<file path="config.mk">
export PLATFORM = sky130hd
export DESIGN_NAME = mem_access_stage_flat
export DESIGN_NICKNAME = d
export VERILOG_FILES = /design/src/rtl/mem_access_stage_if.sv /design/src/rtl/mem_access_stage.sv /design/src/flat_wrapper.sv
export SDC_FILE = /design/constraint.sdc
export NUM_CORES = 1
export LEC_CHECK = 0
export BUFFER_PORTS_ARGS = -buffer_cell sky130_fd_sc_hd__buf_2
export CAP_MARGIN = 40
export CORE_MARGIN = 3
export CORE_UTILIZATION = 49
export CTS_CLUSTER_SIZE = 20
export DETAILED_ROUTE_END_ITERATION = 10
export PLACE_DENSITY = 0.82
export REMOVE_ABC_BUFFERS = 1
export SKIP_CTS_REPAIR_TIMING = 1
export SLEW_MARGIN = 10
export SYNTH_ARGS = -nofsm -noshare
export SYNTH_HDL_FRONTEND = slang
export SYNTH_SLANG_ARGS = --single-unit
</file>
<file path="constraint.sdc">
create_clock -name clk -period 7.97 [get_ports clk]
set_clock_uncertainty 0.15 [all_clocks]
set_input_delay 0 -clock clk [delete_from_list [all_inputs] [get_ports clk]]
set_output_delay 0 -clock clk [all_outputs]
set_load 0.005 [all_outputs]
</file>
<file path="src/rtl/mem_access_stage_if.sv">
// Data-memory req/ack bus between the memory-access stage (master) and data memory (slave).
interface mem_access_stage_if;
   logic        mem_req;
   logic        mem_we;
   logic [31:0] mem_addr;
   logic [31:0] mem_wdata;
   logic        mem_ack;
   logic [31:0] mem_rdata;

   modport master (
      output mem_req, mem_we, mem_addr, mem_wdata,
      input  mem_ack, mem_rdata
   );

   modport slave (
      input  mem_req, mem_we, mem_addr, mem_wdata,
      output mem_ack, mem_rdata
   );
endinterface

</file>
<file path="src/rtl/mem_access_stage.sv">
// Memory-access pipeline stage: word loads/stores over a req/ack bus with bus-error timeout.
// Optional MEM_ALIGN_CHECK_EN raises AdEL/AdES on misaligned addresses instead of masking them.
module mem_access_stage #(
   parameter int TIMEOUT_CYCLES = 16,
   parameter int CNT_W          = 5
) (
   input  logic                clk,
   input  logic                rst,
   input  logic                valid_i,
   input  logic [5:0]          op_i,
   input  logic [31:0]         memAddr_i,
   input  logic [31:0]         memData_i,
   input  logic [31:0]         regcData_i,
   input  logic                regcWrite_i,
   input  logic [4:0]          regcAddr_i,
   input  logic                flush_i,
   output logic                stall,
   mem_access_stage_if.master  mem,
   output logic                valid_o,
   output logic [31:0]         regcData,
   output logic                regcWrite,
   output logic [4:0]          regcAddr,
   output logic [31:0]         excptype
);
   localparam logic [5:0]       OP_LW       = 6'b100011;
   localparam logic [5:0]       OP_SW       = 6'b101011;
   localparam logic [31:0]      EXC_NONE    = 32'h0000_0000;
   localparam logic [31:0]      EXC_ADEL    = 32'h0000_0004;
   localparam logic [31:0]      EXC_ADES    = 32'h0000_0005;
   localparam logic [31:0]      EXC_TIMEOUT = 32'h0000_0010;
   localparam logic [CNT_W-1:0] CNT_LAST    = CNT_W'(TIMEOUT_CYCLES - 1);

   typedef enum logic [0:0] {
      ST_IDLE = 1'b0,
      ST_BUSY = 1'b1
   } state_t;

   state_t           state_r;
   logic [CNT_W-1:0] cnt_r;
   logic             lat_write_r;
   logic [4:0]       lat_addr_r;

   logic is_lw_s;
   logic is_sw_s;
   logic is_mem_s;
   logic misalign_s;
   logic accept_mem_s;
   logic timeout_s;

   assign is_lw_s      = (op_i == OP_LW);
   assign is_sw_s      = (op_i == OP_SW);
   assign is_mem_s     = is_lw_s | is_sw_s;
`ifdef MEM_ALIGN_CHECK_EN
   assign misalign_s   = is_mem_s & (memAddr_i[1:0] != 2'b00);
`else
   assign misalign_s   = 1'b0;
`endif
   assign accept_mem_s = valid_i & is_mem_s & ~misalign_s;
   assign timeout_s    = (cnt_r == CNT_LAST);

   // Upstream hold: released by flush, by the ack cycle and by the timeout cycle.
   always_comb begin
      stall = 1'b0;
      if (rst || flush_i) begin
         stall = 1'b0;
      end else begin
         case (state_r)
            ST_IDLE: stall = accept_mem_s;
            ST_BUSY: stall = ~(mem.mem_ack | timeout_s);
            default: stall = 1'b0;
         endcase
      end
   end

   // Stage state, bus request and registered write-back outputs.
   always_ff @(posedge clk or posedge rst) begin
      if (rst) begin
         state_r       <= ST_IDLE;
         cnt_r         <= '0;
         lat_write_r   <= 1'b0;
         lat_addr_r    <= 5'd0;
         mem.mem_req   <= 1'b0;
         mem.mem_we    <= 1'b0;
         mem.mem_addr  <= 32'h0000_0000;
         mem.mem_wdata <= 32'h0000_0000;
         valid_o       <= 1'b0;
         regcData      <= 32'h0000_0000;
         regcWrite     <= 1'b0;
         regcAddr      <= 5'd0;
         excptype      <= EXC_NONE;
      end else if (flush_i) begin
         // Flush wins over everything; a store acked here is already in memory but goes unreported.
         state_r     <= ST_IDLE;
         cnt_r       <= '0;
         mem.mem_req <= 1'b0;
         valid_o     <= 1'b0;
         regcWrite   <= 1'b0;
         excptype    <= EXC_NONE;
      end else begin
         case (state_r)
            ST_IDLE: begin
               if (valid_i && misalign_s) begin
                  valid_o   <= 1'b1;
                  regcWrite <= 1'b0;
                  regcAddr  <= regcAddr_i;
                  excptype  <= is_lw_s ? EXC_ADEL : EXC_ADES;
               end else if (accept_mem_s) begin
                  state_r       <= ST_BUSY;
                  cnt_r         <= '0;
                  mem.mem_req   <= 1'b1;
                  mem.mem_we    <= is_sw_s;
                  mem.mem_addr  <= memAddr_i & 32'hFFFF_FFFC;
                  mem.mem_wdata <= memData_i;
                  lat_write_r   <= regcWrite_i;
                  lat_addr_r    <= regcAddr_i;
                  valid_o       <= 1'b0;
               end else if (valid_i) begin
                  valid_o   <= 1'b1;
                  regcData  <= regcData_i;
                  regcWrite <= regcWrite_i;
                  regcAddr  <= regcAddr_i;
                  excptype  <= EXC_NONE;
               end else begin
                  valid_o <= 1'b0;
               end
            end
            ST_BUSY: begin
               if (mem.mem_ack) begin
                  state_r     <= ST_IDLE;
                  mem.mem_req <= 1'b0;
                  valid_o     <= 1'b1;
                  regcAddr    <= lat_addr_r;
                  excptype    <= EXC_NONE;
                  if (mem.mem_we) begin
                     regcWrite <= 1'b0;
                  end else begin
                     regcData  <= mem.mem_rdata;
                     regcWrite <= lat_write_r;
                  end
               end else if (timeout_s) begin
                  state_r     <= ST_IDLE;
                  mem.mem_req <= 1'b0;
                  valid_o     <= 1'b1;
                  regcWrite   <= 1'b0;
                  regcAddr    <= lat_addr_r;
                  excptype    <= EXC_TIMEOUT;
               end else begin
                  cnt_r   <= cnt_r + CNT_W'(1);
                  valid_o <= 1'b0;
               end
            end
            default: begin
               state_r     <= ST_IDLE;
               mem.mem_req <= 1'b0;
               valid_o     <= 1'b0;
            end
         endcase
      end
   end
endmodule

</file>
<file path="src/flat_wrapper.sv">
// flat-port wrapper written by rule: the top's interface ports become plain ports
module mem_access_stage_flat 
#(
   parameter int TIMEOUT_CYCLES = 16,
   parameter int CNT_W          = 5
)
  (clk, rst, valid_i, op_i, memAddr_i, memData_i, regcData_i, regcWrite_i, regcAddr_i, flush_i, stall, valid_o, regcData, regcWrite, regcAddr, excptype, mem_mem_req, mem_mem_we, mem_mem_addr, mem_mem_wdata, mem_mem_ack, mem_mem_rdata);
  mem_access_stage_if mem_i ();
  input  logic clk;
  input  logic rst;
  input  logic valid_i;
  input  logic [5:0] op_i;
  input  logic [31:0] memAddr_i;
  input  logic [31:0] memData_i;
  input  logic [31:0] regcData_i;
  input  logic regcWrite_i;
  input  logic [4:0] regcAddr_i;
  input  logic flush_i;
  output logic stall;
  output logic valid_o;
  output logic [31:0] regcData;
  output logic regcWrite;
  output logic [4:0] regcAddr;
  output logic [31:0] excptype;
  output wire logic [$bits(mem_i.mem_req)-1:0] mem_mem_req;
  output wire logic [$bits(mem_i.mem_we)-1:0] mem_mem_we;
  output wire logic [$bits(mem_i.mem_addr)-1:0] mem_mem_addr;
  output wire logic [$bits(mem_i.mem_wdata)-1:0] mem_mem_wdata;
  input wire logic [$bits(mem_i.mem_ack)-1:0] mem_mem_ack;
  input wire logic [$bits(mem_i.mem_rdata)-1:0] mem_mem_rdata;
  assign mem_mem_req = mem_i.mem_req;
  assign mem_mem_we = mem_i.mem_we;
  assign mem_mem_addr = mem_i.mem_addr;
  assign mem_mem_wdata = mem_i.mem_wdata;
  assign mem_i.mem_ack = mem_mem_ack;
  assign mem_i.mem_rdata = mem_mem_rdata;
  mem_access_stage #(.TIMEOUT_CYCLES(TIMEOUT_CYCLES), .CNT_W(CNT_W)) u_core (.clk(clk), .rst(rst), .valid_i(valid_i), .op_i(op_i), .memAddr_i(memAddr_i), .memData_i(memData_i), .regcData_i(regcData_i), .regcWrite_i(regcWrite_i), .regcAddr_i(regcAddr_i), .flush_i(flush_i), .stall(stall), .mem(mem_i), .valid_o(valid_o), .regcData(regcData), .regcWrite(regcWrite), .regcAddr(regcAddr), .excptype(excptype));
endmodule
</file>
==> After elaboration in Yosys (flattened, before gate mapping) <==
Cells that the tools add are included.
{ "classes": {"muxes": 45, "eq_ne": 14, "bitwise": 6, "add_sub_neg": 1, "n_reduce_logical": 7} }
{ "op_table": {"columns": ["cell", "count"], "rows": [
  ["$mux W32", 9],
  ["$pmux W32 S2", 2],
  ["$mux W5", 8],
  ["$pmux W5 S2", 2],
  ["$mux W1", 19],
  ["$ne A3 B3 Y1 const B", 5],
  ["$eq A6 B6 Y1 const B", 2],
  ["$pmux W1 S2", 5],
  ["$reduce_and A3 Y1", 3],
  ["$ne A2 B2 Y1 const B", 4],
  ["$add A5 B1 Y5 const B", 1],
  ["$eq A5 B4 Y1 const B", 1],
  ["$reduce_and A5 Y1", 1],
  ["$ne A4 B4 Y1 const B", 1],
  ["$reduce_and A4 Y1", 1],
  ["$ne A3 B2 Y1 const B", 1],
  ["$not A1 Y1", 3],
  ["$or A1 B1 Y1", 2],
  ["$reduce_and A2 Y1", 1],
  ["$and A1 B1 Y1", 1],
  ["$logic_or A1 B1 Y1", 1]
]} }
{ "totals": {"input_bits": 145, "regBits": 147, "output_inout_bits": 138, "word_cells": 86} }

==> Longest topological paths before layout <==
{ "depth": {"depth_word": 6, "depth_mapped": 7, "mapped_depth_nobuf": 7} }

==> Worst setup path after synthesis <==
No wires, ideal clock.
{ "synth_timing": {"path_type": "flip-flop to flip-flop", "startpoint": "register u_core.cnt_r[0]", "endpoint": "register u_core.regcAddr[0]", "path_buffers": 0, "setup_ns": 0.125, "t_required_ns": 7.695, "path_stages_with_launch": 8, "t_arrival_ns": 1.996, "synth_period_minus_slack_ns": 2.270, "path_slack_ns": 5.700, "path_cell_list": "dfrtp_1 > ha_1 > and3_1 > ha_1 > or3b_2 > o221ai_2 > nor2_2 > mux2_2"} }
{ "synth_via": {"elab_chain_cells": 3} }
{ "synth_lines": {"columns": ["item", "line", "text"], "rows": [
  ["start: declaration", "mem_access_stage.sv:39", "logic [CNT_W-1:0] cnt_r;"],
  ["start signal: assignment", "mem_access_stage.sv:148", "cnt_r <= cnt_r + CNT_W'(1);"],
  ["$eq A5 B4 Y1", "mem_access_stage.sv:59", "assign timeout_s = (cnt_r == CNT_LAST);"],
  ["$ne A3 B3 Y1 (no source line)", null, null],
  ["$reduce_and A4 Y1 (no source line)", null, null],
  ["end signal: assignment", "mem_access_stage.sv:105", "regcAddr <= regcAddr_i;"],
  ["end signal: assignment", "mem_access_stage.sv:121", "regcAddr <= regcAddr_i;"],
  ["end signal: assignment", "mem_access_stage.sv:132", "regcAddr <= lat_addr_r;"],
  ["end: declaration", "mem_access_stage.sv:22", "output logic [4:0] regcAddr,"]
]} }
No other way between the ends.
A chain may end at the register's enable or synchronous reset.

==> Worst setup path after layout <==
{ "layout_timing": {"startpoint": "register u_core.cnt_r[0]", "endpoint": "register u_core.regcAddr[4]"} }
The elaborated chain is that of the path after synthesis.

==> qor.yml <==
placement:
  dpl.hpwl_um: 9400
  dp_cells: 738
  numPortBuffers: 247
  dp_slack_ps: 5520
  gp_congestion: 0.754
grt:
  grtUsageTotal_pct: 20.0
  antenna_found_initial: 0
  grt_pass1_vias: 3721
  grt_pass1_wl_um: 18200
  grt_max_degree: 70
  grt_overflow: 0
critical_path:
  endpoint_kind: "flop"
  endpoint: "u_core.regcAddr[4]"
  worstSetupPathType: "flop to flop"
  r2r-end: "u_core.regcAddr[4]"
  crit_start: "u_core.cnt_r[0]"
  rrSetupSlack_ps: 4940
  critPathLaunchType: "flop"
  reg2reg_from: "u_core.cnt_r[0]"
  r2r_cells: 8
  arrival_ps: 3270
  crit_required_ps: 8210
  path_max_fanout: 6
synthesis:
  synth_edf_count: 0
  yosys.cell_count.top_type: "mux2_2"
  ys_top_cells_by_area: "dfrtp_1, mux2_2, buf_4"
  async_flop_share_pct: 100
  yosys.area.top_type: "dfrtp_1"
  yosys_warnings: 0
  synth_area_per_cell_sq_um: 14.4
  synth_top_area_share_pct: 55.0
  synth_commonest_cells: "mux2_2, dfrtp_1, buf_4, mux2_1, nor2_1"
  ys_ff_latch: 116
  ys.flop_type: "dfrtp_1"
  synth_cell_types: 38
  post_synth_instance_area_sq_um: 5280
  synthCells: 368
  ys_seq_area_share_pct: 55.0
worst_hold_path:
  hold_class: "primary input to asynchronous set/reset pin"
clocking:
  cts_max_level: 4
  clk_pin_slew_ps: 60
  clk_path_buf_depth: 2
  cts_sinks: 116
  clockRootBuffer: "clkbuf_8"
  cts_made_buffers: 17
  insertion_delay_ps: 520
  cts_tree: "yes"
sta:
  tightest_slew_ps: 867
  max_freq_mhz: 330
  fin_crit_sh_pct: 38.0
  hold_slack_ps: -23.8
  drv_slew: 0
  period_minus_slack_ps: 3030
  rsz0062_at_grt: "no"
  tns_ps: 0
  fin_ws_ps: 4940
  hold_violations: 6
  slew-limit-headroom_pct: 42.2
  setup_violations: 0
final_layout:
  area_growth_pct: 61.1
  instances_no_fill: 915
  n_antenna_cell: 0
  final_nets: 913
  final_layout_size_suffix_gt1_share_pct: 54.3
routing:
  vias_per_cell: 4.99
  wl_per_cell_um: 19.5
  drt_iter0_markers: 192
  via_count: 4567
  drtPass1Iterations: 4
  drt_wl_total_um: 17800
  antenna_left: 0
  drc: 0
pwr:
  internal-power_mw: 1.30
  switching_share_pct: 26.2
  peakVddDrop_mv: 0.146
  p_comb_share_pct: 17.8
  pwr-share-clk_pct: 41.7
  pwr-share-seq_pct: 40.5
  p_sw_mw: 0.463
  power_leakage_nw: 4.29
  power_density_nw_per_um2: 207
floorplanning:
  dieArea_sq_um: 12100
  ios: 283
  placeableCoreArea_sq_um: 10400
  die_h_um: 110
  die_w_um: 110
  start_util_pct: 50.7
  rows: 37
job:
  drv_cap: 0
status:
  failed_checks: "hold timing"
  status: "finished, violations left"
[final cells by class]
cell class | instances | area [sq um]
inverters | 6 | 25.0
clock inverters | 14 | 156
well taps | 136 | 170
clock buffers | 18 | 418
repair buffers | 396 | 2730
multi-input cells | 229 | 2110
flip-flops and latches | 116 | 2900
fillers | 544 | 1910
[sequential cells by signal, summed over array words and instances, names as in the netlist]
register	cells
u_core.cnt_r	5
u_core.excptype	1
u_core.lat_addr_r	5
u_core.lat_write_r	1
u_core.mem.mem_addr	30
u_core.mem.mem_req	1
u_core.mem.mem_wdata	32
u_core.mem.mem_we	1
u_core.regcAddr	5
u_core.regcData	32
u_core.regcWrite	1
u_core.state_r	1
u_core.valid_o	1
[kinds of logic (layout without fill, tap and decap cells)]
| family | Yosys count | after routing | share of synthesized area, % |
|---|---|---|---|
| flops | 116 | 116 | 55.0 |
| fa+ha+maj | 2 | 2 | 0.474 |
| xor+xnor | 2 | 2 | 0.332 |
| buf+inv | 55 | 434 | 7.42 |
| other cells | 1 | 33 | 0.0710 |
| simple gates | 32 | 32 | 3.89 |
| mux | 144 | 144 | 30.7 |
| compound gates | 16 | 16 | 2.18 |
[worst max-delay path, stage by stage, from the launching register on]
cell,delay [ps]
dfrtp_1,420
ha_1,230
and3_1,190
ha_1,230
or3b_2,570
o221ai_2,90
dlygate4sd3_1,630
nor2_2,100
mux2_2,300
[per-layer routing]
layer	up-vias	track usage (%)	wire length, um
li1	2032	-	-
met1	2228	21.9	6250
met2	262	35.2	9830
met3	45	7.57	1230
met4	0	6.95	506
met5	-	0	0
[power groups by stage]
stage	clock network (mW)	logic (mW)	registers, mW
after global routing	0.777	0.338	0.722
final	0.736	0.315	0.715
after CTS	0.741	0.245	0.706
after global placement	0	0.233	0.711
after floorplan	0	0.0979	0.720
after detailed placement	0	0.244	0.715
[through the flow]
step | hold slack, ps | power (mW) | cell area [sq um] | utilization (%)
after floorplan | -116 | 0.818 | 5030 | -
after global placement | -24.1 | 0.944 | 6460 | 62.1
after detailed placement | -9.80 | 0.959 | 6480 | 62.3
after CTS | -565 | 1.69 | 7060 | 67.8
after global routing | 50.0 | 1.84 | 8510 | 81.7
final | -23.8 | 1.77 | 8510 | 81.7
[cell usage in the layout (no fill, tap or decap), drive strengths merged, types with 2 or more instances in the layout]
master and instances:
a21oi 6, a31oi 2, nor3 3, o21ai 2
clkbuf 18, clkinv 6, nand3 2, o32ai 3
xnor2 2, nand2 4, nor2 9, conb 33
dfrtp 116, buf 251, mux2 143, inv 8
bufinv 2, or3b 2, dlygate4sd3 145, clkinvlp 4
ha 2, nand3b 3, nor3b 2, and3b 2
[how the worst min path moves through the flow]
| stage | startpoint | to | slack, ps | depth (start not counted) |
|---|---|---|---|---|
| floorplan | rst | stall | -120 | 1 |
| global placement | rst | u_core.cnt_r[2] | -20 | 2 |
| detailed placement | rst | u_core.cnt_r[2] | -10 | 2 |
| CTS | rst | u_core.cnt_r[2] | -560 | 2 |
| global route | rst | u_core.regcData[11] | 50 | 3 |
| finish | rst | u_core.regcData[11] | -20 | 3 |
Note: power is estimated with default switching activity, not from simulation.
